==> config.mk <==
export PLATFORM = sky130hd
export DESIGN_NAME = bpred_table_ctrl
export DESIGN_NICKNAME = d
export VERILOG_FILES = /design/src/rtl/bpred_pkg.sv /design/src/rtl/bpred_upd_fifo.sv /design/src/rtl/bpred_table_ctrl.sv
export SDC_FILE = /design/constraint.sdc
export NUM_CORES = 1
export LEC_CHECK = 0
export CAP_MARGIN = 0
export CORE_MARGIN = 3
export CORE_UTILIZATION = 45
export DETAILED_ROUTE_END_ITERATION = 12
export MAX_ROUTING_LAYER = met4
export PLACE_DENSITY_LB_ADDON = 0.25
export SLEW_MARGIN = 10
export SYNTH_ARGS = -nofsm -noshare
export SYNTH_HDL_FRONTEND = slang
export SYNTH_SLANG_ARGS = --single-unit
==> constraint.sdc <==
create_clock -name clk_i -period 2.18 [get_ports clk_i]
set_input_delay 0.327 -clock clk_i [delete_from_list [all_inputs] [get_ports clk_i]]
set_output_delay 0.327 -clock clk_i [all_outputs]
set_load 0.02 [all_outputs]
==> src/rtl/bpred_pkg.sv <==
// Shared types and the 2-bit saturating-counter update rule for the branch predictor PHT.
package bpred_pkg;

    typedef logic [1:0] ctr_t;

    localparam ctr_t ST_SNT = 2'b00;
    localparam ctr_t ST_WNT = 2'b01;
    localparam ctr_t ST_WT  = 2'b10;
    localparam ctr_t ST_ST  = 2'b11;

    typedef enum logic [1:0] {
        INIT   = 2'd0,
        IDLE   = 2'd1,
        UPD_WR = 2'd2
    } fsm_t;

    // Correct predictions saturate to the strong state; wrong ones step toward the other side.
    function automatic ctr_t ctr_next(input ctr_t ctr, input logic taken);
        ctr_t nxt;
        if (ctr[1] == taken) begin
            nxt = ctr[1] ? ST_ST : ST_SNT;
        end else begin
            case (ctr)
                ST_ST:   nxt = ST_WT;
                ST_WT:   nxt = ST_WNT;
                ST_WNT:  nxt = ST_WT;
                default: nxt = ST_WNT;
            endcase
        end
        return nxt;
    endfunction

endpackage

==> src/rtl/bpred_upd_fifo.sv <==
// Synchronous FIFO holding resolved-branch updates as {index, taken}.
module bpred_upd_fifo #(
    parameter int unsigned DW    = 7,
    parameter int unsigned DEPTH = 4
) (
    input  logic          clk,
    input  logic          rst,
    input  logic          push,
    input  logic [DW-1:0] wdata,
    input  logic          pop,
    output logic [DW-1:0] rdata,
    output logic          full,
    output logic          empty
);

    localparam int unsigned AW = (DEPTH > 1) ? $clog2(DEPTH) : 1;

    logic [DW-1:0] mem [DEPTH];
    logic [AW:0]   wr_ptr;
    logic [AW:0]   rd_ptr;

    // Pointers carry one extra wrap bit to tell full from empty.
    always_ff @(posedge clk or posedge rst) begin
        if (rst) begin
            wr_ptr <= '0;
            rd_ptr <= '0;
        end else begin
            if (push && !full)  wr_ptr <= wr_ptr + 1'b1;
            if (pop  && !empty) rd_ptr <= rd_ptr + 1'b1;
        end
    end

    always_ff @(posedge clk) begin
        if (push && !full) mem[wr_ptr[AW-1:0]] <= wdata;
    end

    assign rdata = mem[rd_ptr[AW-1:0]];
    assign empty = (wr_ptr == rd_ptr);
    assign full  = (wr_ptr[AW] != rd_ptr[AW]) && (wr_ptr[AW-1:0] == rd_ptr[AW-1:0]);

endmodule

==> src/rtl/bpred_table_ctrl.sv <==
// PHT sequencer: reset sweep, lookups with priority, queued read-modify-write updates.
// Optional BPRED_STATS_EN adds lookup / misprediction counters.
module bpred_table_ctrl
    import bpred_pkg::*;
#(
    parameter int unsigned IDX_W      = 6,
    parameter int unsigned UQ_DEPTH   = 4,
    parameter ctr_t        INIT_STATE = 2'b11
) (
    input  logic             clk_i,
    input  logic             rst_i,
    input  logic             lookup_valid_i,
    input  logic [31:0]      lookup_pc_i,
    output logic             lookup_ready_o,
    output logic             predict_valid_o,
    output logic             predict_taken_o,
    input  logic             upd_valid_i,
    input  logic [31:0]      upd_pc_i,
    input  logic             upd_taken_i,
    output logic             upd_ready_o,
    output logic             init_busy_o,
    output logic             tbl_en_o,
    output logic             tbl_we_o,
    output logic [IDX_W-1:0] tbl_addr_o,
    output logic [1:0]       tbl_wdata_o,
    input  logic [1:0]       tbl_rdata_i
`ifdef BPRED_STATS_EN
    ,
    output logic [31:0]      stat_lookups_o,
    output logic [31:0]      stat_mispred_o
`endif
);

    localparam int unsigned QW = IDX_W + 1;
    localparam logic [IDX_W-1:0] IDX_MAX = '1;

    fsm_t             state;
    logic [IDX_W-1:0] init_addr;
    logic             init_wr;
    logic [IDX_W-1:0] upd_idx;
    logic             upd_taken;
    logic             taken_hold;

    logic             q_push;
    logic             q_pop;
    logic             q_full;
    logic             q_empty;
    logic [QW-1:0]    q_wdata;
    logic [QW-1:0]    q_rdata;

    logic             issue_lkp;
    logic             issue_upd;
    logic [IDX_W-1:0] lkp_idx;
    logic             unused_pc_bits;

    assign lkp_idx        = lookup_pc_i[IDX_W+1:2];
    assign q_wdata        = {upd_pc_i[IDX_W+1:2], upd_taken_i};
    assign q_push         = upd_valid_i & ~q_full;
    assign upd_ready_o    = ~q_full;
    assign unused_pc_bits = ^{lookup_pc_i[31:IDX_W+2], lookup_pc_i[1:0],
                              upd_pc_i[31:IDX_W+2], upd_pc_i[1:0]};

    // A full queue pre-empts lookups so EX never stalls indefinitely.
    assign lookup_ready_o = (state == IDLE) & ~q_full;
    assign issue_lkp      = lookup_ready_o & lookup_valid_i;
    assign issue_upd      = (state == IDLE) & ~q_empty & (q_full | ~lookup_valid_i);
    assign q_pop          = issue_upd;

    assign predict_taken_o = predict_valid_o ? tbl_rdata_i[1] : taken_hold;

    bpred_upd_fifo #(
        .DW    (QW),
        .DEPTH (UQ_DEPTH)
    ) u_fifo (
        .clk   (clk_i),
        .rst   (rst_i),
        .push  (q_push),
        .wdata (q_wdata),
        .pop   (q_pop),
        .rdata (q_rdata),
        .full  (q_full),
        .empty (q_empty)
    );

    // Sweep writes are registered so the port stays idle while reset is held.
    always_ff @(posedge clk_i or posedge rst_i) begin
        if (rst_i) begin
            state           <= INIT;
            init_addr       <= '0;
            init_wr         <= 1'b0;
            init_busy_o     <= 1'b1;
            predict_valid_o <= 1'b0;
            taken_hold      <= 1'b0;
            upd_idx         <= '0;
            upd_taken       <= 1'b0;
`ifdef BPRED_STATS_EN
            stat_lookups_o  <= '0;
            stat_mispred_o  <= '0;
`endif
        end else begin
            predict_valid_o <= issue_lkp;
            if (predict_valid_o) taken_hold <= tbl_rdata_i[1];
`ifdef BPRED_STATS_EN
            if (issue_lkp) stat_lookups_o <= stat_lookups_o + 32'd1;
            if (state == UPD_WR && tbl_rdata_i[1] != upd_taken)
                stat_mispred_o <= stat_mispred_o + 32'd1;
`endif
            case (state)
                INIT: begin
                    if (!init_wr) begin
                        init_wr <= 1'b1;
                    end else if (init_addr == IDX_MAX) begin
                        init_wr     <= 1'b0;
                        init_addr   <= '0;
                        init_busy_o <= 1'b0;
                        state       <= IDLE;
                    end else begin
                        init_addr <= init_addr + 1'b1;
                    end
                end
                IDLE: begin
                    if (issue_upd) begin
                        upd_idx   <= q_rdata[QW-1:1];
                        upd_taken <= q_rdata[0];
                        state     <= UPD_WR;
                    end
                end
                UPD_WR:  state <= IDLE;
                default: state <= INIT;
            endcase
        end
    end

    // Table port: the read issue must be same-cycle with acceptance to meet 1-cycle latency.
    always_comb begin
        tbl_en_o    = 1'b0;
        tbl_we_o    = 1'b0;
        tbl_addr_o  = '0;
        tbl_wdata_o = ST_SNT;
        case (state)
            INIT: begin
                tbl_en_o    = init_wr;
                tbl_we_o    = init_wr;
                tbl_addr_o  = init_addr;
                tbl_wdata_o = init_wr ? INIT_STATE : ST_SNT;
            end
            IDLE: begin
                if (issue_upd) begin
                    tbl_en_o   = 1'b1;
                    tbl_addr_o = q_rdata[QW-1:1];
                end else if (issue_lkp) begin
                    tbl_en_o   = 1'b1;
                    tbl_addr_o = lkp_idx;
                end
            end
            UPD_WR: begin
                tbl_en_o    = 1'b1;
                tbl_we_o    = 1'b1;
                tbl_addr_o  = upd_idx;
                tbl_wdata_o = ctr_next(tbl_rdata_i, upd_taken);
            end
            default: ;
        endcase
    end

endmodule
==> run summary <==
Most common cell in the netlist - edfxtp_1
Largest net degree at the start of global routing - 17
Reg clk slew, reported paths - 90 ps
Dominant cell type by area after synthesis - edfxtp_1
Met2 wire len - 2720 microns
Worst-path fanout max - 6
H-tree Lvls - 2
Vias in the first global route - 1700
Vias - 1673
Gp weighted congestion - 0.815
IO buf count - 33
DP HPWL - 3720 microns
Psw - 1.67 mW
Layout cells sized above 1 - 28.9%
Syn_area_per_cell - 13.8 sq um
Max layer used - met4
Final ANT Viol Nets - 0
Seq/Total Area, Yosys - 59.2%
Fmax - 0.442 GHz
Clock share of power - 12.0%
Clk_lat worst skew - 300 ps
Full die area - 0.00643 sq mm
Synth async-reset ratio - 47.2%
Antenna violations before repair - 0
Mapped Nets - 256
Status - finished, violations left
Ant diodes - 0
EDFF count, synth - 28
# DRC - 0
Crit Reg-Reg Startpoint - u_fifo.rd_ptr[0]
Layout Area Growth over Synthesis - 27.3%
Num ports - 86
Final WS setup - -80.2 ps
Synth Cell Area - 0.00248 sq mm
Switching Fraction - 37.5%
All-Layer GR Usage - 17.2%
M1 WL - 2090 microns
Hold crit path type - input pin to async pin
WL final - 5100 microns
Slew Limit Fails - 0
Cts hold-fix bufs - 0
Die Ht - 80.2 microns
Cells after synthesis - 179
Required time worst endpoint - 1850 ps
Logic gate share of total power - 51.5%
Global-route wire length before repair - 8080 microns
RSZ-0062 raised after global routing - yes
Crit. End Element - output pin
Setup_tns - -249 ps
Fillers - 424
Main synth FF type - edfxtp_1
PwrDens - 1410 mW/mm^2
Post-synth top cells - edfxtp_1, dfrtp_1, inv_1, nand2_1, and3_1
Row count - 26
Worst reg2reg path endpoint - u_fifo.mem[3][5]
Fin nets - 315
Static Leakage - 1.31 nW
Min Tclk post-route - 2260 ps
Average wire per standard cell - 16.5 microns
Final Setup Violations - 5
Peak supply drop - 0.000597 V
Fin. Hold Viols - 0
Root Driver - clkbuf_8
Die Width - 80.2 microns
FF-to-FF path depth - 5
Max Cap Viol - 0
Post-synth top area share - 33.9%
Bufs on Longest Clock Path - 2
Share of power burned in registers - 36.5%
Post-route clock period utilization - 104%
Worst Setup EP - tbl_addr_o[2]
Total gr overflow - 0
Reg2reg setup slack - 290 ps
Critical Path Start Type - register
Core Area - 0.00520 sq mm
Clock sinks - 53
Library cells used by synthesis - 45
Synth area leaders - edfxtp_1, dfrtp_1, mux4_2
Max_slew headroom - 63.1%
DR vias/cell - 5.41
Post-synthesis register bit count - 53
Setup CP Type - register to output pin
DR pass1 iterations - 4
Clk_skew - 3.20 ps
Critical path launch point - u_fifo.rd_ptr[0]
Num CTS Buffers - 5
Starting Density - 47.6%
Worst Tran Pin Value - 553 ps
Ys Warns - 0
CTS tree - yes
Failing checks - setup timing
Total power - 4.45 mW
Iter 0 DRT Violations - 85
Met3 routed WL - 242 microns
Internal power - 2.78 mW
Arrival @ worst endpoint - 1930 ps
metal layers:
layer,global-route usage (%),vias to the layer above
met3,3.70,5
met1,19.7,844
li1,-,778
met2,30.5,46
met4,4.56,0
met5,-,-
worst max-delay path, cell delays in order, from the launching register on:
cell	delay, ps
dfrtp_2	500
buf_6	160
mux4_2	510
o211ai_1	130
o221ai_1	160
buf_2	180
cells by family (layout without fill, tap and decap cells):
| kind of cell | after synthesis | count (layout) | synth area share, % |
|---|---|---|---|
| buffers and inverters | 22 | 81 | 4.39 |
| flip-flops | 53 | 53 | 59.2 |
| AND/OR/NAND/NOR | 33 | 34 | 6.57 |
| adder cells (fa/ha/maj) | 6 | 6 | 3.03 |
| XOR/XNOR | 8 | 8 | 3.43 |
| AO/OA/AOI/OAI | 40 | 40 | 12.1 |
| multiplexers | 17 | 17 | 11.3 |
layout make-up:
cell class              instances  area [sq um]  share of cell area [%]
repair buffers                 59           515                    16.3
well taps                      70          87.6                    2.78
multi-input cells             105           941                    29.8
clock inverters                 3          17.5                   0.555
flip-flops and latches         53          1470                    46.6
clock buffers                   5          68.8                    2.18
inverters                      14          55.1                    1.75
metrics by stage:
step	hold slack, ps	utilization (%)	worst slack (ps)	area (sq um)	cells
floorplan	354	-	200	2480	179
global placement	473	57.3	-272	2980	291
detailed placement	477	57.3	-276	2980	291
CTS	388	60.1	-108	3130	307
global route	419	60.6	-185	3150	309
finish	372	60.6	-80.2	3150	309
layout by cell type, fill, tap and decap left out, drive strengths merged, types with 2 or more instances in the layout:
master	n
buf	33
edfxtp	28
dfrtp	24
clkdlybuf4s50	22
inv	14
nand2	12
and3	8
o21ai	7
mux4	7
clkbuf	7
nor2	6
ha	6
a21oi	6
xnor2	6
mux2i	5
o211ai	5
o221ai	5
a21bo	5
mux2	5
a21o	4
nand3	3
xor2	2
dlygate4sd2	2
o2bb2ai	2
clkinv	2
flip-flops by register name (all words and copies together), names as in the netlist:
name,count
init_addr,6
init_busy_o,1
init_wr,1
predict_valid_o,1
state,2
taken_hold,1
u_fifo.mem,28
u_fifo.rd_ptr,3
u_fifo.wr_ptr,3
upd_idx,6
upd_taken,1
worst min-delay path by stage:
stage                startpoint          endpoint  slack [ps]  cells past startpoint
finish                    rst_i        taken_hold         370                      2
CTS                       rst_i  u_fifo.wr_ptr[1]         390                      2
floorplan                 rst_i      init_addr[0]         350                      1
detailed placement  init_busy_o       init_busy_o         480                      1
global route              rst_i  u_fifo.wr_ptr[1]         420                      2
global placement    init_busy_o       init_busy_o         470                      1
power groups by stage:
stage / sequential (mW) / clock (mW) / combinational (mW)
after floorplan: 1.56 / 0 / 1.37
after global placement: 1.61 / 0 / 2.00
after detailed placement: 1.63 / 0 / 2.08
after CTS: 1.62 / 0.546 / 2.19
after global routing: 1.66 / 0.582 / 2.47
final: 1.63 / 0.532 / 2.29
what timing repair did:
item | CTS | global route
buffers inserted | 7 | 2
resized for setup | 45 | 13
endpoints found under the hold margin | 0 | 0
endpoints found under the setup margin | 11 | 9
cloned | 1 | 0
pin swaps | 5 | 4
Note: power is estimated with default switching activity, not from simulation.
